===== src/rtl/hazard3_sync_fifo.sv =====
// Single-clock FIFO with valid/ready on both sides, fill level, threshold flags,
// synchronous flush and an optional registered head stage.
module hazard3_sync_fifo #(
  parameter int WIDTH        = 8,
  parameter int LOG_DEPTH    = 2,
  parameter int REG_OUT      = 0,
  parameter int AFULL_LEVEL  = (2 ** LOG_DEPTH) - 1,
  parameter int AEMPTY_LEVEL = 1,
  localparam int DEPTH       = 2 ** LOG_DEPTH,
  localparam int CAP         = DEPTH + REG_OUT,
  localparam int LW          = $clog2(CAP + 1)
) (
  input  logic             clk,
  input  logic             rst_n,
  input  logic             flush,
  input  logic [WIDTH-1:0] wdata,
  input  logic             wvld,
  output logic             wrdy,
  output logic [WIDTH-1:0] rdata,
  output logic             rvld,
  input  logic             rrdy,
  output logic [LW-1:0]    level,
  output logic             full,
  output logic             empty,
  output logic             afull,
  output logic             aempty
);

  localparam int PW = LOG_DEPTH + 1;

  if (WIDTH < 1) begin : g_bad_width
    $error("WIDTH must be at least 1");
  end
  if (LOG_DEPTH < 1) begin : g_bad_depth
    $error("LOG_DEPTH must be at least 1");
  end
  if (AFULL_LEVEL > CAP) begin : g_bad_afull
    $error("AFULL_LEVEL must not exceed the FIFO capacity");
  end
  if (AEMPTY_LEVEL >= CAP) begin : g_bad_aempty
    $error("AEMPTY_LEVEL must be below the FIFO capacity");
  end

  logic [WIDTH-1:0] mem_q [DEPTH];
  logic [PW-1:0]    wptr_q, wptr_d;
  logic [PW-1:0]    rptr_q, rptr_d;
  logic [LW-1:0]    level_q, level_d;
  logic             ov_q, ov_d;
  logic [WIDTH-1:0] rdata_q, rdata_d;

  logic mem_empty, mem_full;
  logic push, pop, load, mem_pop;

  // Pointers carry one wrap bit above the index so full and empty stay distinct.
  assign mem_empty = (wptr_q == rptr_q);
  assign mem_full  = (wptr_q[PW-1] != rptr_q[PW-1]) &&
                     (wptr_q[PW-2:0] == rptr_q[PW-2:0]);

  assign level  = level_q;
  assign full   = (level_q == LW'(CAP));
  assign empty  = (level_q == '0);
  assign afull  = (level_q >= LW'(AFULL_LEVEL));
  assign aempty = (level_q <= LW'(AEMPTY_LEVEL));

  always_comb begin
    wrdy    = !full && !mem_full;
    rvld    = !mem_empty;
    rdata   = mem_q[rptr_q[PW-2:0]];
    if (REG_OUT != 0) begin
      rvld  = ov_q;
      rdata = rdata_q;
    end

    push    = wvld && wrdy;
    pop     = rvld && rrdy;
    // The head register refills in the same cycle its word is accepted.
    load    = (REG_OUT != 0) && !mem_empty && (!ov_q || pop);
    mem_pop = (REG_OUT != 0) ? load : pop;

    wptr_d  = wptr_q + PW'(push);
    rptr_d  = rptr_q + PW'(mem_pop);
    level_d = level_q + LW'(push) - LW'(pop);
    ov_d    = ov_q;
    rdata_d = rdata_q;

    if (load) begin
      ov_d    = 1'b1;
      rdata_d = mem_q[rptr_q[PW-2:0]];
    end else if (pop) begin
      ov_d    = 1'b0;
    end

    if (flush) begin
      wptr_d  = '0;
      rptr_d  = '0;
      level_d = '0;
      ov_d    = 1'b0;
    end
  end

  always_ff @(posedge clk or negedge rst_n) begin
    if (!rst_n) begin
      wptr_q  <= '0;
      rptr_q  <= '0;
      level_q <= '0;
      ov_q    <= 1'b0;
      rdata_q <= '0;
    end else begin
      wptr_q  <= wptr_d;
      rptr_q  <= rptr_d;
      level_q <= level_d;
      ov_q    <= ov_d;
      rdata_q <= rdata_d;
    end
  end

  // Storage is deliberately left unreset; nothing reads it unless rvld is high.
  always_ff @(posedge clk) begin
    if (push && !flush) begin
      mem_q[wptr_q[PW-2:0]] <= wdata;
    end
  end

endmodule


===== config.mk =====
export PLATFORM = sky130hd
export DESIGN_NAME = hazard3_sync_fifo
export DESIGN_NICKNAME = d
export VERILOG_FILES = /design/src/rtl/hazard3_sync_fifo.sv
export SDC_FILE = /design/constraint.sdc
export NUM_CORES = 1
export LEC_CHECK = 0
export BUFFER_PORTS_ARGS = -buffer_cell sky130_fd_sc_hd__buf_2
export CAP_MARGIN = 30
export CORE_MARGIN = 2
export CORE_UTILIZATION = 35
export DETAILED_ROUTE_END_ITERATION = 10
export GPL_ROUTABILITY_DRIVEN = 0
export PLACE_DENSITY = 0.59
export SYNTH_ARGS = -nofsm -noshare
export SYNTH_HDL_FRONTEND = slang
export SYNTH_SLANG_ARGS = --single-unit

===== constraint.sdc =====
create_clock -name clk -period 3.1 [get_ports clk]
set_clock_uncertainty 0.2 [all_clocks]
set_input_delay 0.93 -clock clk [delete_from_list [all_inputs] [get_ports clk]]
set_output_delay 0.93 -clock clk [all_outputs]
set_load 0.1 [all_outputs]

# Yosys cells after proc, flatten, opt, wreduce, memory -nomap -nowiden
# Memories as Yosys holds them, arrays and structs flattened.
# Index checks and enable logic that the tools add are counted.
[word_totals] wordCells=29 in_bits=13 ramBits=32 out_inout_bits=17 n_memories=1 regBits=9
[mem_list] name="mem_q" depth=4 word_bits=8 rd=1 rd_ports_with_merged_regs=0 write_ports=1 line="44" source="logic [WIDTH-1:0] mem_q [DEPTH];"
[op_classes] magnitude_cmp=2 n_eq_ne=4 add_sub_neg=4 mux=5 n_reduce_logical=10
[op_table] cell="$add 3x1->3" n=3
[op_table] cell="$mux 3" n=3
[op_table] cell="$logic_and 1x1->1" n=5
[op_table] cell="$logic_not 1->1" n=4
[op_table] cell="$eq 3x3->1" n=1
[op_table] cell="$eq 3x3->1 const B" n=1
[op_table] cell="$ge 3x2->1 const B" n=1
[op_table] cell="$le 3x1->1 const B" n=1
[op_table] cell="$logic_not 3->1" n=1
[op_table] cell="$sub 3x1->3" n=1
[op_table] cell="$eq 2x2->1" n=1
[op_table] cell="$mux 1" n=2
[op_table] cell="$ne 1x1->1" n=1

# Longest topological paths before layout
# Gate-level depths: netlist of run 1.
[depth] depth_word=8 ltp_mapped=11 depth_no_buf=10

# Worst setup path after synthesis of run 1
# Ideal clock, no wire load.
[synth_path] path_type="reg2out" startpoint="register level_q[1] (netlist: level[1])" endpoint="output wrdy" n_path_buf=0 slack_ns=-1.131 stages_incl_launch_ff=4 t_arrival_ns=3.101 cell_sequence="dfrtp_1 or3b_2 inv_1 nor2_1"
[synth_between] elab_chain_len=3
[synth_lines] element="start: declaration" line="47" source="logic [LW-1:0] level_q, level_d;"
[synth_lines] element="start signal: assignment" line="111" source="level_q <= level_d;"
[synth_lines] element="$eq 3x3->1" line="60" source="assign full = (level_q == LW'(CAP));"
[synth_lines] element="named net full" line="23" source="output logic full,"
[synth_lines] element="$logic_not 1->1" line="66" source="wrdy = !full && !mem_full;"
[synth_lines] element="$logic_and 1x1->1" line="66"
[synth_lines] element="end: declaration" line="18" source="output logic wrdy,"
# The timed path passes the listed nets, and every way through them passes these cells.

# Worst setup path in the final report of run 1
[layout_path] startpoint="register level_q[1] (netlist: level[1])" endpoint="output full"
[layout_between] elab_chain_len=1
[layout_lines] element="$eq 3x3->1" line="60"
[layout_lines] element="end: declaration" line="23"
# Every way passes these cells.

==> results of run 1 <==
==> metal layers <==
layer | up-vias | routed length, µm | GRT usage, %
met3 | 6 | 109 | 3.791
met1 | 482 | 1390 | 15.23
met2 | 19 | 1599 | 19.12
li1 | 457 | - | -
met4 | 0 | 48 | 4.364
met5 | - | 0 | 0
==> flip-flops by register name, summed over array words and instances (netlist names) <==
signal / cells
rptr_q: 3
mem_q: 32
wptr_q: 3
level: 3
==> cell families (layout without fill, tap and decap cells) <==
logic type,count (synthesis),count (layout),synth area share (%)
flip-flops,41,41,64.75
AND/OR/NAND/NOR,22,22,7.719
adder cells (fa/ha/maj),10,10,7.241
buffers and inverters,9,49,2.459
multiplexers,8,8,11.48
XOR/XNOR,6,6,4.099
AO/OA/AOI/OAI,3,3,2.254
==> layout make-up <==
cell class | instances | share of cell area, %
repair buffers | 36 | 8.876
inverters | 6 | 1.180
clock buffers | 5 | 3.090
multi-input cells | 49 | 27.58
well taps | 70 | 3.933
flip-flops and latches | 41 | 53.76
clock inverters | 2 | 1.573
==> worst max-delay path by stage <==
stage	startpoint	endpoint	slack, ns	cells past startpoint
floorplan	level[2]	wrdy	-0.06	3
global placement	rptr_q[0]	level[2]	0.38	10
detailed placement	rptr_q[0]	rdata[1]	0.37	3
CTS	rptr_q[0]	rdata[1]	0.05	3
global route	rptr_q[0]	rdata[1]	0.02	3
finish	level[1]	full	0.07	3
==> metrics by stage <==
step / utilization (%) / instances / TNS, ns / hold WS, ns
2_1_floorplan: - / 99 / -0.06000 / 0.3594
3_3_place_gp: 41.84 / 202 / 0 / 0.3861
3_5_place_dp: 41.84 / 202 / 0 / 0.3847
4_1_cts: 43.89 / 209 / 0 / 0.2920
5_1_grt: 43.89 / 209 / 0 / 0.2869
6_report: 43.89 / 209 / 0 / 0.2896
==> critical path: stages, from the launching register on <==
cell and delay, ns:
dfrtp_4 0.52, or3b_2 0.55, clkinvlp_4 0.12, buf_2 0.42
==> cells in the mapped netlist (all sizes together) <==
cell	n	area, µm²
a32o	1	10.01
and2	1	8.760
buf	3	22.52
dfrtp	9	225.2
edfxtp	32	960.9
fa	1	20.02
ha	9	112.6
inv	6	22.52
mux4	8	210.2
nand2	3	11.26
nor2	5	18.77
nor2b	5	31.28
nor3	3	15.01
nor4	1	6.260
nor4b	2	30.03
o21ai	1	5.000
o311ai	1	26.28
or3b	2	20.02
xnor2	4	42.55
xor2	2	32.53
==> metrics.md, run 1 <==
| Metric | Value |
|---|---|
| PortBufs | `29` |
| Clk buf depth | `2` |
| Vias | `964` |
| Setup Viol. Count Final | `0` |
| NumNets Final | `162` |
| Crit path DAT | `1.90 ns` |
| Core area | `5075 µm²` |
| Mapped Avg Cell Area | `18.50 µm²` |
| RSZ-0062 raised after global routing | `no` |
| HP Class | `primary input to asynchronous set/reset pin` |
| CTS clock-pin slew for the worst setup and hold paths | `0.08 ns` |
| Antenna Cells | `0` |
| Sequential Area | `1197 µm²` |
| Commonest non-fill, non-tap cells in the layout | `edfxtp_1, buf_2, ha_1, mux4_1, buf_4` |
| CTS root buf | `clkbuf_8` |
| Maximum number of pins on one net before global-route repair | `14` |
| Horiz. Die Dim | `76.35 µm` |
| Headroom to the max-slew limit | `67.42%` |
| First DRT Iteration DRCs | `47` |
| GRT Overall Usage | `11.92%` |
| Detailed-route DRC error count | `0` |
| Io pins | `30` |
| Place WS | `0.3726 ns` |
| Final min period | `3.027 ns` |
| YS warnings | `0` |
| Hold_buf cts | `0` |
| Site Rows | `26` |
| Layout cells sized above 1 | `42.45%` |
| Critical Path RT | `1.97 ns` |
| TritonRoute pass-1 iters | `2` |
| RR Startpoint | `rptr_q[0]` |
| H-tree levels | `2` |
| Die height | `76.35 µm` |
| GRT overflow | `0` |
| Mapped Cells | `99` |
| Initial core utilization | `36.09%` |
| Cell Area, Placed | `2123 µm²` |
| Drt wl/cell | `15.07 µm` |
| WL final | `3149 µm` |
| Setup ws final | `0.07337 ns` |
| DIE AREA | `5829 µm²` |
| Design area | `2227 µm²` |
| Crit Path Max Fanout | `7` |
| Antenna violations before repair | `0` |
| CP Launch Type | `flip-flop` |
| DRT antenna net count | `0` |
| Final cycle utilization of the critical path | `97.63%` |
| Critical path endpoint category | `primary output` |
| Worst R2R End | `level[2]` |
| Synthesized flop and latch total | `41` |
| Total CTS buffers | `5` |
| Fmax | `330.4 MHz` |
| First-pass GRT wire length | `5313 µm` |
| Register area share after synthesis | `64.75%` |
| Area growth, synth to finish | `21.58%` |
| Status | `complete, no violations` |
| Mapped Nets | `122` |
| Most common cell after layout, fill and taps aside | `edfxtp_1` |
| Max-slew violation count | `0` |
| CTS sink cnt | `41` |
| Worst Tran Pin Value | `0.4921 ns` |
| Vias/cell | `4.612` |
| Synthesized cell area | `1832 µm²` |
| Post_cts resized | `0` |
| HPWL Detailed | `2204 µm` |
| Clk Latency, worst-skew pair | `0.29 ns` |
| CTS tree | `yes` |
| Reg2Reg Depth | `10` |
| Worst-case register-to-register setup slack | `0.39 ns` |
| Vias in the first global route | `1043` |
| Multi-input gate area | `614.3 µm²` |
| Worst Setup Path Type | `flip-flop to primary output` |
| Post-synth cell types | `24` |
| Max Cap Viol | `0` |
| Post-CTS setup buffers | `0` |
| # fillers | `484` |
| Final hold vios | `0` |
Power of run 1 is left out: the tool's default activity adds up to more than one toggle a clock period on the data nets, which glitch-free logic cannot reach.
==> run 2, diff against run 1 <==
PLACE_DENSITY = 0.55   (was 0.59)
==> run 2 against run 1 <==
Flip-flop and latch count stayed put. Via count is 4.5% lower. Non-clock buffer count is 2 lower. Core utilization hardly changed. Setup slack better by 0.0031 ns. Global-route usage is 0.59 points lower. First-iteration DRC count is 26% higher. Largest cell class unchanged.
==> metrics.md, run 2 (synthesized netlist as in run 1, its figures left out) <==
| Metric | Value |
|---|---|
| Vias | `921` |
| HPWL Detailed | `2154 µm` |
| Site Rows | `26` |
| Hold_buf cts | `0` |
| DRT antenna net count | `0` |
| Headroom to the max-slew limit | `67.18%` |
| CTS root buf | `clkbuf_8` |
| First-pass GRT wire length | `4885 µm` |
| Most common cell after layout, fill and taps aside | `edfxtp_1` |
| Max-slew violation count | `0` |
| Max Cap Viol | `0` |
| Clk Latency, worst-skew pair | `0.28 ns` |
| Total CTS buffers | `5` |
| DIE AREA | `5829 µm²` |
| Vias/cell | `4.428` |
| GRT Overall Usage | `11.34%` |
| H-tree levels | `2` |
| Place WS | `0.1520 ns` |
| Status | `complete, no violations` |
| Met2 Use GR | `18.67%` |
| Critical path endpoint category | `primary output` |
| Layout cells sized above 1 | `42.03%` |
| Antenna Cells | `0` |
| Fin Setup TNS | `0 ns` |
| Sequential Area | `1199 µm²` |
| CTS clock-pin slew for the worst setup and hold paths | `0.07 ns` |
| Antenna violations before repair | `0` |
| HP Class | `primary input to asynchronous set/reset pin` |
| CTS tree | `yes` |
| Core area | `5075 µm²` |
| Commonest non-fill, non-tap cells in the layout | `edfxtp_1, buf_2, ha_1, mux4_1, clkbuf_8` |
| Critical Path RT | `1.97 ns` |
| Maximum number of pins on one net before global-route repair | `14` |
| PortBufs | `29` |
| WL final | `3025 µm` |
| Final cycle utilization of the critical path | `97.53%` |
| Worst Setup Path Type | `flip-flop to primary output` |
| Die height | `76.35 µm` |
| Final min period | `3.024 ns` |
| Area growth, synth to finish | `21.52%` |
| Worst Tran Pin Value | `0.4956 ns` |
| # fillers | `474` |
| Horiz. Die Dim | `76.35 µm` |
| Multi-input gate area | `614.3 µm²` |
| GR peak layer | `met2` |
| Clk buf depth | `2` |
| Io pins | `30` |
| CP Launch Type | `flip-flop` |
| Setup ws final | `0.07647 ns` |
| Vias in the first global route | `1003` |
| Initial core utilization | `36.09%` |
| Final hold vios | `0` |
| NumNets Final | `160` |
| GR Util met3 | `4.028%` |
| Setup Viol. Count Final | `0` |
| First DRT Iteration DRCs | `59` |
| Fmax | `330.7 MHz` |
| CTS sink cnt | `41` |
| Crit path DAT | `1.89 ns` |
| Crit Path Max Fanout | `7` |
| Met1 Use GR | `13.68%` |
| TritonRoute pass-1 iters | `4` |
| RSZ-0062 raised after global routing | `no` |
| GRT overflow | `0` |
| Detailed-route DRC error count | `0` |
| Drt wl/cell | `14.54 µm` |
| Max FFs per register | `32` |
==> run 2: final timing paths <==
check / startpoint / endpoint / slack, ns / cells after the start
max in group asynchronous: rst_n / level[1] / 2.21 / 1
min in group clk: wptr_q[2] / wptr_q[2] / 0.40 / 2
setup / recovery: level[1] / full / 0.08 / 3
hold / removal: rst_n / rptr_q[2] / 0.28 / 1
hold reg to reg: wptr_q[2] / wptr_q[2] / 0.40 / 2
setup reg to reg: rptr_q[0] / level[2] / 0.33 / 10
==> run 2: area by class of cell <==
type / instances / share of cell area (%)
clock buffers: 7 / 3.879
clock inverters: 1 / 1.349
inverters: 6 / 1.180
multi-input cells: 49 / 27.60
flip-flops and latches: 41 / 53.85
well taps: 70 / 3.935
repair buffers: 34 / 8.207
==> run 2: what timing repair did <==
action	CTS	global route
resized for setup	1	0
setup buffers	0	0
setup endpoints to repair	10	0
==> run 2: worst max-delay path: stages (launching register included) <==
cell and delay (ns):
dfrtp_4 0.52, or3b_2 0.55, clkinvlp_4 0.12, buf_2 0.42
==> run 2: metal layers <==
| layer | vias up | wire (µm) | share of wire (%) |
|---|---|---|---|
| li1 | 451 | - | - |
| met1 | 451 | 1328 | 44 |
| met2 | 14 | 1570 | 52 |
| met3 | 5 | 78 | 2.6 |
| met4 | 0 | 47 | 1.6 |
| met5 | - | 0 | 0 |
==> run 2: through the flow <==
step / cell area, µm² / hold WS, ns / util (%) / cells
after floorplan: 1861 / 0.3594 / - / 99
after global placement: 2108 / 0.3845 / 41.54 / 200
after detailed placement: 2108 / 0.3854 / 41.54 / 200
after CTS: 2226 / 0.2789 / 43.86 / 208
after global routing: 2226 / 0.2791 / 43.86 / 208
final: 2226 / 0.2840 / 43.86 / 208
Power of run 2 is left out for the same reason.
==> run 3, diff against run 2 <==
CAP_MARGIN = 5   (was 30)
CORE_UTILIZATION = 39   (was 35)
PLACE_DENSITY = unset   (was 0.55)
PLACE_DENSITY_LB_ADDON = 0.05   (was unset)
==> run 3 against run 2 <==
Core utilization is 5.3 points higher. Worst hold slack better by 0.0050 ns. Clock-buffer cell count is 2 lower. Flip-flop and latch count stayed put. Fmax is 0.28% lower. Setup slack worse by 0.0084 ns. Sequential share of layout area is 0.99 points higher. Final cell count is 8.2% lower. Die area is 9.7% lower. Register-to-register slack better by 0.09 ns. Critical path depth stayed put. Critical path type unchanged. Largest cell class unchanged.
==> metrics.md, run 3 (synthesized netlist as in run 1, its figures left out) <==
| Metric | Value |
|---|---|
| Final hold vios | `0` |
| Layout cells sized above 1 | `43.17%` |
| Status | `complete, no violations` |
| TritonRoute pass-1 iters | `4` |
| CTS clock-pin slew for the worst setup and hold paths | `0.08 ns` |
| Antenna violations before repair | `0` |
| First DRT Iteration DRCs | `39` |
| Max Cap Viol | `0` |
| WL final | `3102 µm` |
| Most common cell after layout, fill and taps aside | `edfxtp_1` |
| # fillers | `412` |
| Max FFs per register | `32` |
| Critical path endpoint category | `primary output` |
| GRT overflow | `0` |
| Drt wl/cell | `16.24 µm` |
| Area growth, synth to finish | `19.33%` |
| Final min period | `3.032 ns` |
| Horiz. Die Dim | `72.54 µm` |
| Post-CTS setup buffers | `0` |
| HP Class | `primary input to asynchronous set/reset pin` |
| Core area | `4444 µm²` |
| Fmax | `329.8 MHz` |
| First-pass GRT wire length | `5064 µm` |
| Worst Setup Path Type | `flip-flop to primary output` |
| Max incr delay on CP | `0.55 ns` |
| Vias in the first global route | `1023` |
| Crit-path cells | `or3b_2, clkinvlp_4, buf_2` |
| Critical Path RT | `1.97 ns` |
| CP Launch Type | `flip-flop` |
| HPWL Detailed | `2142 µm` |
| RSZ-0062 raised after global routing | `no` |
| Worst Tran Pin Value | `0.4905 ns` |
| NumNets Final | `161` |
| PortBufs | `29` |
| Vias | `962` |
| Total CTS buffers | `5` |
| Post_cts resized | `0` |
| CTS tree | `yes` |
| Max-slew violation count | `0` |
| Final cycle utilization of the critical path | `97.80%` |
| Site Rows | `24` |
| Headroom to the max-slew limit | `67.53%` |
| Die height | `72.54 µm` |
| Maximum number of pins on one net before global-route repair | `15` |
| CP max stage cell | `or3b_2` |
| CP Buf/Inv Count | `2` |
| CTS sink cnt | `41` |
| GRT Overall Usage | `13.36%` |
| Io pins | `30` |
| Place WS | `0.3509 ns` |
| Vias/cell | `5.037` |
| DIE AREA | `5261 µm²` |
| Antenna Cells | `0` |
| Hold_buf cts | `0` |
| Initial core utilization | `41.22%` |
| RR Startpoint | `rptr_q[0]` |
| Clk Latency, worst-skew pair | `0.29 ns` |
| Clk buf depth | `2` |
| Detailed-route DRC error count | `0` |
| Worst Setup SP | `level[1]` |
| Setup Viol. Count Final | `0` |
| Worst-case register-to-register setup slack | `0.42 ns` |
| Levels on crit path | `3` |
| Top delay family on crit path | `simple AND/OR/NAND/NOR gates` |
| CTS root buf | `clkbuf_8` |
| Setup ws final | `0.06806 ns` |
| DRT antenna net count | `0` |
| Commonest non-fill, non-tap cells in the layout | `edfxtp_1, buf_2, ha_1, mux4_1, buf_4` |
| Reg2Reg Depth | `10` |
| Worst Setup EP | `full` |
| Worst R2R End | `level[2]` |
| WHS | `0.2890 ns` |
| H-tree levels | `2` |
| Crit Path Max Fanout | `7` |
| Crit path DAT | `1.90 ns` |
run 3: cell count changes in the layout (fill, tap and decap cells not counted), sizes merged:
cell | previous run | this run
clkinv | 0 | 3
buf | 34 | 35
bufinv | 1 | 0
clkbuf | 7 | 5
run 3: area by class of cell:
type / count / area [µm²] / share of cell area, %
tap: 52 / 65.06 / 2.977
sequential: 41 / 1199 / 54.84
clock buffer: 5 / 68.82 / 3.148
clock inverter: 3 / 22.52 / 1.030
timing repair buffer: 35 / 190.2 / 8.701
inverter: 6 / 26.28 / 1.202
multi-input combinational: 49 / 614.3 / 28.11
run 3: metal layers:
layer  GRT usage (%)  routed length (µm)  vias to the layer above
li1                -                   -                      456
met1           16.99                1416                      478
met2           19.29                1455                       22
met3           5.556                 168                        6
met4           7.407                  61                        0
met5               0                   0                        -
run 3: metrics by stage:
stage | instances | TNS [ns] | instance area, µm² | utilization, %
4_1_cts | 191 | 0 | 2185 | 49.16
5_1_grt | 191 | 0 | 2186 | 49.18
3_5_place_dp | 183 | 0 | 2093 | 47.10
6_report | 191 | 0 | 2186 | 49.18
3_3_place_gp | 183 | 0 | 2093 | 47.10
2_1_floorplan | 99 | -0.06000 | 1861 | -
run 3: worst min-delay path by stage:
stage / slack, ns / to / start / cells past startpoint
after floorplan: 0.36 / wptr_q[2] / wptr_q[2] / 2
after global placement: 0.38 / wptr_q[2] / wptr_q[2] / 2
after global routing: 0.29 / wptr_q[0] / rst_n / 1
final: 0.29 / wptr_q[0] / rst_n / 1
after detailed placement: 0.40 / rptr_q[2] / rptr_q[2] / 2
after CTS: 0.29 / rptr_q[0] / rst_n / 1
run 3: worst register-to-register path, stage by stage (launching register included):
cell and delay [ns]:
dfrtp_2 0.48, xor2_2 0.23, or3b_4 0.42, and2_4 0.18, ha_1 0.28, inv_1 0.05
ha_1 0.12, inv_1 0.04, fa_1 0.37, xnor2_1 0.14, nor2_1 0.05
Power of run 3 is left out for the same reason.
